==> config.mk <==
export PLATFORM = sky130hd
export DESIGN_NAME = fetch_queue
export DESIGN_NICKNAME = d
export VERILOG_FILES = /design/src/rtl/fetch_queue.sv
export SDC_FILE = /design/constraint.sdc
export NUM_CORES = 1
export LEC_CHECK = 0
export BUFFER_PORTS_ARGS = -buffer_cell sky130_fd_sc_hd__buf_4
export CAP_MARGIN = 0
export CELL_PAD_IN_SITES_DETAIL_PLACEMENT = 1
export CELL_PAD_IN_SITES_GLOBAL_PLACEMENT = 1
export CORE_UTILIZATION = 50
export DETAILED_ROUTE_END_ITERATION = 6
export GPL_TIMING_DRIVEN = 0
export PLACE_DENSITY_LB_ADDON = 0.1
export SYNTH_ARGS = -nofsm -noshare
export SYNTH_HDL_FRONTEND = slang
export SYNTH_SLANG_ARGS = --single-unit
==> constraint.sdc <==
create_clock -name clk -period 7.2 [get_ports clk]
set_clock_uncertainty 0.05 [all_clocks]
set_input_delay 2.16 -clock clk [delete_from_list [all_inputs] [get_ports clk]]
set_output_delay 2.16 -clock clk [all_outputs]
set_load 0.005 [all_outputs]
==> src/rtl/fetch_queue.sv <==
// fetch_queue: in-order instruction buffer between fetch and decode.
// Holds up to DEPTH {instr, pc, pre_pc} entries. The oldest entry is
// presented to decode with a valid/ready handshake. A flush discards all
// buffered entries and any push in the same cycle.
module fetch_queue #(
    parameter int DEPTH = 4,
    parameter int CNT_W = $clog2(DEPTH) + 1
) (
    input  logic             clk,
    input  logic             rst,
    input  logic             fetch_queue_i_valid,
    input  logic [31:0]      fetch_queue_i_instr,
    input  logic [63:0]      fetch_queue_i_pc,
    input  logic [63:0]      fetch_queue_i_pre_pc,
    input  logic             fetch_queue_i_flush,
    input  logic             fetch_queue_i_decode_ready,
    output logic             fetch_queue_o_ready,
    output logic             fetch_queue_o_valid,
    output logic [31:0]      fetch_queue_o_instr,
    output logic [63:0]      fetch_queue_o_pc,
    output logic [63:0]      fetch_queue_o_pre_pc,
    output logic [CNT_W-1:0] fetch_queue_o_count
);

    localparam int PTR_W = $clog2(DEPTH);

    typedef struct packed {
        logic [31:0] instr;
        logic [63:0] pc;
        logic [63:0] pre_pc;
    } entry_t;

    entry_t           mem [DEPTH];
    logic [PTR_W-1:0] wr_ptr;
    logic [PTR_W-1:0] rd_ptr;
    logic [CNT_W-1:0] count;
    logic             push;
    logic             pop;
    entry_t           head;

    // ready/valid come straight from the registered count, so a pop in the
    // same cycle never opens a slot for a push into a full queue.
    assign fetch_queue_o_ready = (count != CNT_W'(DEPTH));
    assign fetch_queue_o_valid = (count != '0);
    assign fetch_queue_o_count = count;

    assign push = fetch_queue_i_valid & fetch_queue_o_ready & ~fetch_queue_i_flush;
    assign pop  = fetch_queue_o_valid & fetch_queue_i_decode_ready & ~fetch_queue_i_flush;

    // Entry storage; intentionally not reset, occupancy is tracked by count.
    always_ff @(posedge clk) begin
        if (push) begin
            mem[wr_ptr] <= '{instr:  fetch_queue_i_instr,
                             pc:     fetch_queue_i_pc,
                             pre_pc: fetch_queue_i_pre_pc};
        end
    end

    // Pointer and occupancy bookkeeping; flush overrides push and pop.
    always_ff @(posedge clk or posedge rst) begin
        if (rst) begin
            wr_ptr <= '0;
            rd_ptr <= '0;
            count  <= '0;
        end else if (fetch_queue_i_flush) begin
            wr_ptr <= '0;
            rd_ptr <= '0;
            count  <= '0;
        end else begin
            if (push) begin
                wr_ptr <= wr_ptr + PTR_W'(1);
            end
            if (pop) begin
                rd_ptr <= rd_ptr + PTR_W'(1);
            end
            case ({push, pop})
                2'b10:   count <= count + CNT_W'(1);
                2'b01:   count <= count - CNT_W'(1);
                default: count <= count;
            endcase
        end
    end

    // Head mux; outputs read as zero while the queue is empty.
    always_comb begin
        head = '0;
        if (fetch_queue_o_valid) begin
            head = mem[rd_ptr];
        end
    end

    assign fetch_queue_o_instr  = head.instr;
    assign fetch_queue_o_pc     = head.pc;
    assign fetch_queue_o_pre_pc = head.pre_pc;

endmodule

# After elaboration in Yosys (flattened, before gate mapping)
# Memories as Yosys holds them, arrays and structs flattened.
# Index checks and enable logic that the tools add are counted.
# op_classes
add_sub_neg,4
n_eq_ne,3
mux,9
n_bitwise,5
reduce_logical,4
# ops
cell,n
2-to-1 mux 160 bit,1
2-to-1 mux 2 bit,4
case mux 3 bit (2 select lines),1
nonzero test 3 bit,2
"adder 2 x 1 -> 2 bit, second input constant",2
AND 1 bit,4
nonzero test 2 bit,2
"adder 3 x 1 -> 3 bit, second input constant",1
2-to-1 mux 3 bit,1
"!= test 3 bit, second input constant",1
"subtractor 3 x 1 -> 3 bit, second input constant",1
"equality test 2 x 1 -> 1 bit, second input constant",1
"equality test 2 bit, second input constant",1
2-to-1 mux 1 bit,2
NOT 1 bit,1
# word_totals
reg_bits,7
ram_bits,640
n_memories,1
# memory_table
memory,words,word_bits,read_ports,rd_clocked_by_memory_dff,wr,line_no,source
mem,4,160,1,0,1,33,entry_t mem [DEPTH];

# Depth between registers and ports, before layout
# Gate-level depths: netlist of run 1.
# depth
word_depth,6
depth_mapped,7
mapped_depth_nobuf,6

# Worst setup path before layout of run 1
# Ideal clock, no wire load.
# synth_timing
path_type,input port to flip-flop
start,input port fetch_queue_i_flush
end,memory mem[1][0] in the netlist's numbering (enable)
setup_ns,0.539
arrival_ns,6.365
required_ns,6.611
slack_ns,0.246
stages,3
path_buffers,1
cell_sequence,buf_1 > nor3_1 > and2_1
# synth_between
elab_chain_cells,4
# synth_lines
item,line_no,source
start: declaration,15,"input logic fetch_queue_i_flush,"
NOT 1 bit,47,assign push = fetch_queue_i_valid & fetch_queue_o_ready & ~fetch_queue_i_flush;
AND 1 bit,47,
2-to-1 mux 1 bit,52,if (push) begin
2-to-1 mux 1 bit (implied by the code),53,"mem[wr_ptr] <= '{instr: fetch_queue_i_instr,"
end: declaration,33,
# Every way passes these cells.

# Worst setup path after layout of run 1
# layout_timing
start,register count[2] (netlist: fetch_queue_o_count[2])
end,output port fetch_queue_o_pre_pc[60]
# layout_between
elab_chain_cells,2
# layout_lines
item,line_no,source
start: declaration,36,logic [CNT_W-1:0] count;
start signal: assignment,77,2'b10: count <= count + CNT_W'(1);
start signal: assignment,78,2'b01: count <= count - CNT_W'(1);
start signal: assignment,79,default: count <= count;
nonzero test 3 bit,44,assign fetch_queue_o_valid = (count != '0);
2-to-1 mux 160 bit,87,if (fetch_queue_o_valid) begin
end: declaration,21,"output logic [63:0] fetch_queue_o_pre_pc,"
# Every way passes these cells.

==> results of run 1 <==
worst max-delay path, delay by kind of cell, from the launching register on:
kind	cells	cell delay, ns
buffers and inverters	4	1.39
flip-flops	1	0.48
AND/OR/NAND/NOR	2	0.36
area by class of cell:
class	count	area share (%)
Timing Repair Buffer	340	9.15
Sequential cell	647	63.7
Clock inverter	31	0.719
Inverter	6	0.0740
Antenna cell	4	0.0329
Buffer	59	1.06
Tap cell	664	2.73
Multi-Input combinational cell	368	16.3
Clock buffer	90	6.21
final timing paths:
| path | to | slack, ns | cells after the start |
|---|---|---|---|
| worst min-delay path | wr_ptr[0] | 0.55 | 2 |
| worst min register to register | wr_ptr[0] | 0.55 | 2 |
| max in group asynchronous | fetch_queue_o_count[1] | 5.39 | 2 |
| min in group asynchronous | fetch_queue_o_count[0] | 1.48 | 2 |
| worst max register to register | mem[0][159] | 4.04 | 6 |
| worst max-delay path | fetch_queue_o_pre_pc[60] | 2.16 | 6 |
cells by family after synthesis:
group                      Yosys count
AOI/OAI and AO/OA                   18
xor gates and xnor gates             3
adders and majority gates            5
buffers and inverters               65
DFF                                647
muxes                              161
and+or+nand+nor                    181
stage by stage:
stage / setup WS, ns / instance area (sq um) / TNS [ns] / utilization, % / std cells
6_report: 2.16 / 30400 / 0 / 62.3 / 2209
3_3_place_gp: -3.17 / 28000 / -1998.23 / 57.3 / 2072
3_5_place_dp: 2.47 / 28300 / 0 / 58.0 / 2084
4_1_cts: 2.02 / 30400 / 0 / 62.3 / 2205
5_1_grt: 1.93 / 30400 / 0 / 62.3 / 2208
2_1_floorplan: 0.246 / 24700 / 0 / - / 1080
per-layer routing:
metal  share of wire [%]  track usage, %
met4                 2.7            8.08
met2                  50            36.8
met5                0.14               0
met1                  39            28.0
met3                 7.7            7.05
flip-flops by register name, indices dropped and copies added (netlist names):
register / count
fetch_queue_o_count: 3
rd_ptr: 2
wr_ptr: 2
mem: 640
synthesized netlist by cell type (all sizes together) (2+ instances only):
cell / count / area, sq um
a2111oi: 2 / 17.5
clkbuf: 26 / 97.6
and2: 164 / 1030
nand2: 2 / 7.51
nand2b: 3 / 18.8
nor3b: 3 / 22.5
a21oi: 5 / 25.0
ha: 4 / 50.1
mux4: 160 / 3600
nand3: 3 / 15.0
nor2: 2 / 7.51
edfxtp: 640 / 19200
dfrtp: 7 / 175
nor3: 2 / 10.0
inv: 6 / 22.5
buf: 33 / 225
o21ai: 4 / 20.0
xor2: 2 / 17.5
power by group through the flow:
stage / logic [mW] / registers [mW] / clock network [mW]
finish: 1.51 / 4.29 / 3.34
global route: 1.63 / 4.30 / 3.54
CTS: 1.55 / 4.29 / 3.43
detailed placement: 1.54 / 4.37 / 0
global placement: 1.50 / 4.40 / 0
floorplan: 0.778 / 4.38 / 0
==> run_results.csv, run 1 <==
group,metric,value,unit
worst_hold_path,hold_path_class,"reg -> reg",
worst_setup_path,crit_path_start_kind,"register",
clock_tree,hold_buffers,0,
flow_run,max_cap_viol_count,0,
routing,drc,0,
worst_setup_path,crit_path_start,"fetch_queue_o_count[2]",
worst_setup_path,cpPeakStageDelay,0.49,ns
yosys,syn_inst,1080,
floorplan,start_util,50.6,%
routing,drtIter0Drc,643,
place,gp_congestion,0.729,
power_and_ir_drop,leakage,10.4,nW
power_and_ir_drop,power_density,300,mW/mm^2
routing,wl_per_cell,25.2,microns
yosys,synth_top_family_by_area,"multiplexers",
clock_tree,postCtsSetupBuffers,0,
timing,finalSetupViolCount,0,
floorplan,fp.coreArea,0.0488,sq mm
power_and_ir_drop,seqPwrFrac,46.9,%
place,io_buffers,328,
power_and_ir_drop,max-vdd-ir-drop,0.223,mV
yosys,synthFlopType,"edfxtp_1",
timing,clock.fmax,198,MHz
clock_tree,cts_resized,0,
routing,wl,55600,microns
yosys,avgSynthCellArea,22.9,sq um
timing,period_share,70.0,%
power_and_ir_drop,power,9.14,mW
run_status,status,"finished clean",
worst_setup_path,worstPathCellList,"or3_1 > buf_2 > buf_2 > clkbuf_1 > and2_1 > buf_4",
power_and_ir_drop,p_sw,2.13,mW
place,hpwlAfterDp,35400,microns
worst_hold_path,hold_start,"wr_ptr[0]",
yosys,syn-cell-area,0.0247,sq mm
clock_tree,htreeDepth,3,
worst_setup_path,crit_top_cell,"buf_2",
floorplan,die_h,224,microns
power_and_ir_drop,p_int,7.01,mW
worst_setup_path,timing.rr.start,"fetch_queue_o_count[1]",
global_route,overflow,0,
cells_and_area,nFillCells,4118,
yosys,ys_types,32,
routing,dr.pass1.iters,5,
yosys,mappedNetlistNets,1250,
timing,min_period,5.04,ns
worst_setup_path,cp.arrival,2.83,ns
global_route,grt_usage,22.3,%
routing,final_antenna_net_count,0,
global_route,antenna_found_initial,11,
cells_and_area,final_cell_mix,"edfxtp_1, buf_4, mux4_2, and2_1, clkbuf_16",
clock_tree,tritoncts,"done",
clock_tree,clk_latency,0.58,ns
cells_and_area,synthToLayoutAreaGrowth,23.3,%
clock_tree,root_buffer,"clkbuf_16",
timing,hold_slack,0.549,ns
yosys,ys_ff_latch,647,
worst_setup_path,critPathCaptureType,"output port",
floorplan,die_w,224,microns
routing,dr_total_vias,12000,
timing,worst-slew-pin-transition,0.688,ns
yosys,synth_edf_count,640,
global_route,grt_pass1_wl,81600,microns
clock_tree,cts_buffer_depth,3,
cells_and_area,drive_gt1_share,41.0,%
yosys,synth_compound_area_share,0.491,%
worst_setup_path,crit_path_max_fanout,10,
yosys,synth_fa_ha_area_share,0.284,%
clock_tree,clkTransAtPathRegs,0.06,ns
timing,rsz0062_at_grt,"false",
power_and_ir_drop,combinationalPowerShare,16.5,%
yosys,synth_warnings,0,
cells_and_area,layout.nets,1661,
yosys,ys_seq_area_share,78.5,%
worst_setup_path,worstSetupPathType,"reg -> out",
floorplan,io_pins,330,
yosys,synthXorXnorAreaFrac,0.106,%
timing,drv_slew,0,
routing,viasPerCell,5.43,
worst_setup_path,cp_slowest_cell,"buf_2",
yosys,synthMuxAreaShare,14.6,%
timing,slew-limit-headroom,54.1,%
cells_and_area,final_common_cell,"edfxtp_1",
global_route,grt_pass1_vias,12900,
global_route,grt_start_max_net_pins,54,
floorplan,dieArea,0.0503,sq mm
clock_tree,cts.sinks,647,
power_and_ir_drop,switching_share,23.3,%
yosys,yosys.area_share.simple,4.55,%
clock_tree,cts_made_buffers,69,
cells_and_area,ff_latch_area,0.0194,sq mm
floorplan,rows,81,
yosys,postSynth.asyncResetShare,1.08,%
power_and_ir_drop,pwr-share-clk,36.5,%
cells_and_area,multi_input_area,0.00497,sq mm
worst_setup_path,required,4.99,ns
timing,hold_viol,0,
Note: power is estimated with default switching activity, not from simulation.
==> inputs of run 2 (changes only) <==
==> constraint.sdc (replaced) <==
create_clock -name clk -period 4.8 [get_ports clk]
set_clock_uncertainty 0.05 [all_clocks]
set_input_delay 1.44 -clock clk [delete_from_list [all_inputs] [get_ports clk]]
set_output_delay 1.44 -clock clk [all_outputs]
set_load 0.005 [all_outputs]
==> run 2 against run 1 <==
Sequential share of layout area about the same. Final cell count decreased by 0.14%. Global-route usage decreased by 0.17 points. First-iteration DRC count increased by 26%. Core utilization about the same. Clock power increased by 51%. Combinational power increased by 50%. Register-to-register slack got worse by 2.4 ns. Non-clock buffer count unchanged. Final area about the same.
==> run_results.csv, run 2 (synthesis results as in run 1) <==
group,metric,value,unit
worst_setup_path,worstPathCellList,"or3_1 > buf_2 > buf_2 > clkbuf_1 > and2_1 > buf_4",
timing,worst_slack,0.524,ns
timing,setup-tns-final,0,ns
routing,wl_per_cell,24.8,microns
worst_setup_path,crit_path_max_fanout,10,
run_status,status,"finished clean",
routing,drc,0,
power_and_ir_drop,leakage,10.3,nW
floorplan,fp.coreArea,0.0488,sq mm
floorplan,io_pins,330,
clock_tree,cts_buffer_depth,3,
worst_setup_path,crit_path_start_kind,"register",
floorplan,start_util,50.6,%
power_and_ir_drop,power_density,451,mW/mm^2
clock_tree,hold_buffers,0,
worst_setup_path,cp_slowest_cell,"dfrtp_1",
cells_and_area,synthToLayoutAreaGrowth,23.3,%
place,io_buffers,328,
timing,rsz0062_at_grt,"false",
routing,dr.pass1.iters,4,
global_route,overflow,0,
cells_and_area,largest_register_ffs,640,
floorplan,die_h,224,microns
routing,final_antenna_net_count,0,
routing,drtIter0Drc,812,
power_and_ir_drop,max-vdd-ir-drop,0.315,mV
clock_tree,root_buffer,"clkbuf_16",
place,hpwlAfterDp,35200,microns
floorplan,rows,81,
global_route,antenna_found_initial,6,
clock_tree,clk_latency,0.60,ns
routing,viasPerCell,5.45,
worst_setup_path,crit_top_cell,"buf_2",
routing,dr_total_vias,12000,
flow_run,max_cap_viol_count,0,
worst_setup_path,critPathCaptureType,"output port",
global_route,grt_pass1_wl,81000,microns
clock_tree,tritoncts,"done",
clock_tree,cts.sinks,647,
timing,min_period,4.28,ns
global_route,grt_usage,22.2,%
cells_and_area,nFillCells,4146,
global_route,grt_pass1_vias,13000,
timing,slew-limit-headroom,49.6,%
cells_and_area,final_common_cell,"edfxtp_1",
floorplan,die_w,224,microns
cells_and_area,layout.nets,1660,
worst_setup_path,required,3.31,ns
clock_tree,htreeDepth,3,
worst_setup_path,cp.arrival,2.79,ns
worst_setup_path,cpPeakStageDelay,0.52,ns
timing,hold_viol,0,
cells_and_area,drive_gt1_share,41.0,%
cells_and_area,final_cell_mix,"edfxtp_1, buf_4, mux4_2, and2_1, clkbuf_16",
cells_and_area,utilization,62.4,%
global_route,grt_start_max_net_pins,55,
timing,drv_slew,0,
cells_and_area,top_register,"mem",
worst_setup_path,worstSetupPathType,"reg -> out",
routing,wl,54800,microns
worst_hold_path,hold_path_class,"reg -> reg",
clock_tree,cts_made_buffers,68,
clock_tree,cts_resized,0,
power_and_ir_drop,power,13.7,mW
floorplan,dieArea,0.0503,sq mm
timing,worst-slew-pin-transition,0.756,ns
timing,finalSetupViolCount,0,
timing,hold_slack,0.551,ns
place,gp_congestion,0.702,
clock_tree,clkTransAtPathRegs,0.06,ns
clock_tree,postCtsSetupBuffers,0,
timing,clock.fmax,234,MHz
timing,period_share,89.1,%
place,post-place-ws,0.865,ns
==> run 2: cell types whose count changed in the layout (fill, tap and decap cells not counted), sizes merged <==
cell / change
clkinv: -1
clkbuf: -10
inv: +4
clkinvlp: +2
bufinv: +2
==> run 2: metal layers <==
layer / share of wire (%) / track usage (%)
met5: 0.047 / 0
met4: 1.9 / 6.80
met3: 7.1 / 7.04
met2: 51 / 36.4
met1: 40 / 28.4
==> run 2: final cells by class <==
type                       count  area [sq um]  area share [%]
buffer                        59           323            1.06
multi-input combinational    368          4970            16.3
sequential                   647         19400            63.7
clock inverter                38           332            1.09
tap                          664           831            2.73
antenna                        4          10.0          0.0329
inverter                       6          22.5          0.0739
timing repair buffer         340          2790            9.17
clock buffer                  80          1790            5.87
==> run 2: path summary, 6_finish.rpt <==
check	slack (ns)	depth (start not counted)	startpoint	end
setup reg to reg	1.64	6	fetch_queue_o_count[1]	mem[0][85]
max in group asynchronous	3.69	2	rst	wr_ptr[1]
hold reg to reg	0.55	2	wr_ptr[1]	wr_ptr[1]
min in group asynchronous	0.75	2	rst	fetch_queue_o_count[1]
setup / recovery	0.52	6	fetch_queue_o_count[2]	fetch_queue_o_pc[21]
hold / removal	0.55	2	wr_ptr[1]	wr_ptr[1]
==> run 2: worst max-delay path: cells and delay by family, from the launching register on <==
kind                   cells  cell delay [ns]
and+or+nand+nor            2             0.39
DFF                        1             0.52
buffers and inverters      4             1.25
==> run 2: stage by stage <==
| step | cells | instance area, sq um |
|---|---|---|
| 5_1_grt | 2205 | 30500 |
| 6_report | 2206 | 30500 |
| 2_1_floorplan | 1080 | 24700 |
| 4_1_cts | 2202 | 30500 |
| 3_3_place_gp | 2072 | 28000 |
| 3_5_place_dp | 2084 | 28300 |
==> run 2: where the power goes <==
group	switching, mW	total [mW]	internal (mW)
Combinational	1.07	2.27	1.20
Clock	2.11	5.05	2.94
Sequential	0.0433	6.44	6.39
Total	3.22	13.7	10.5
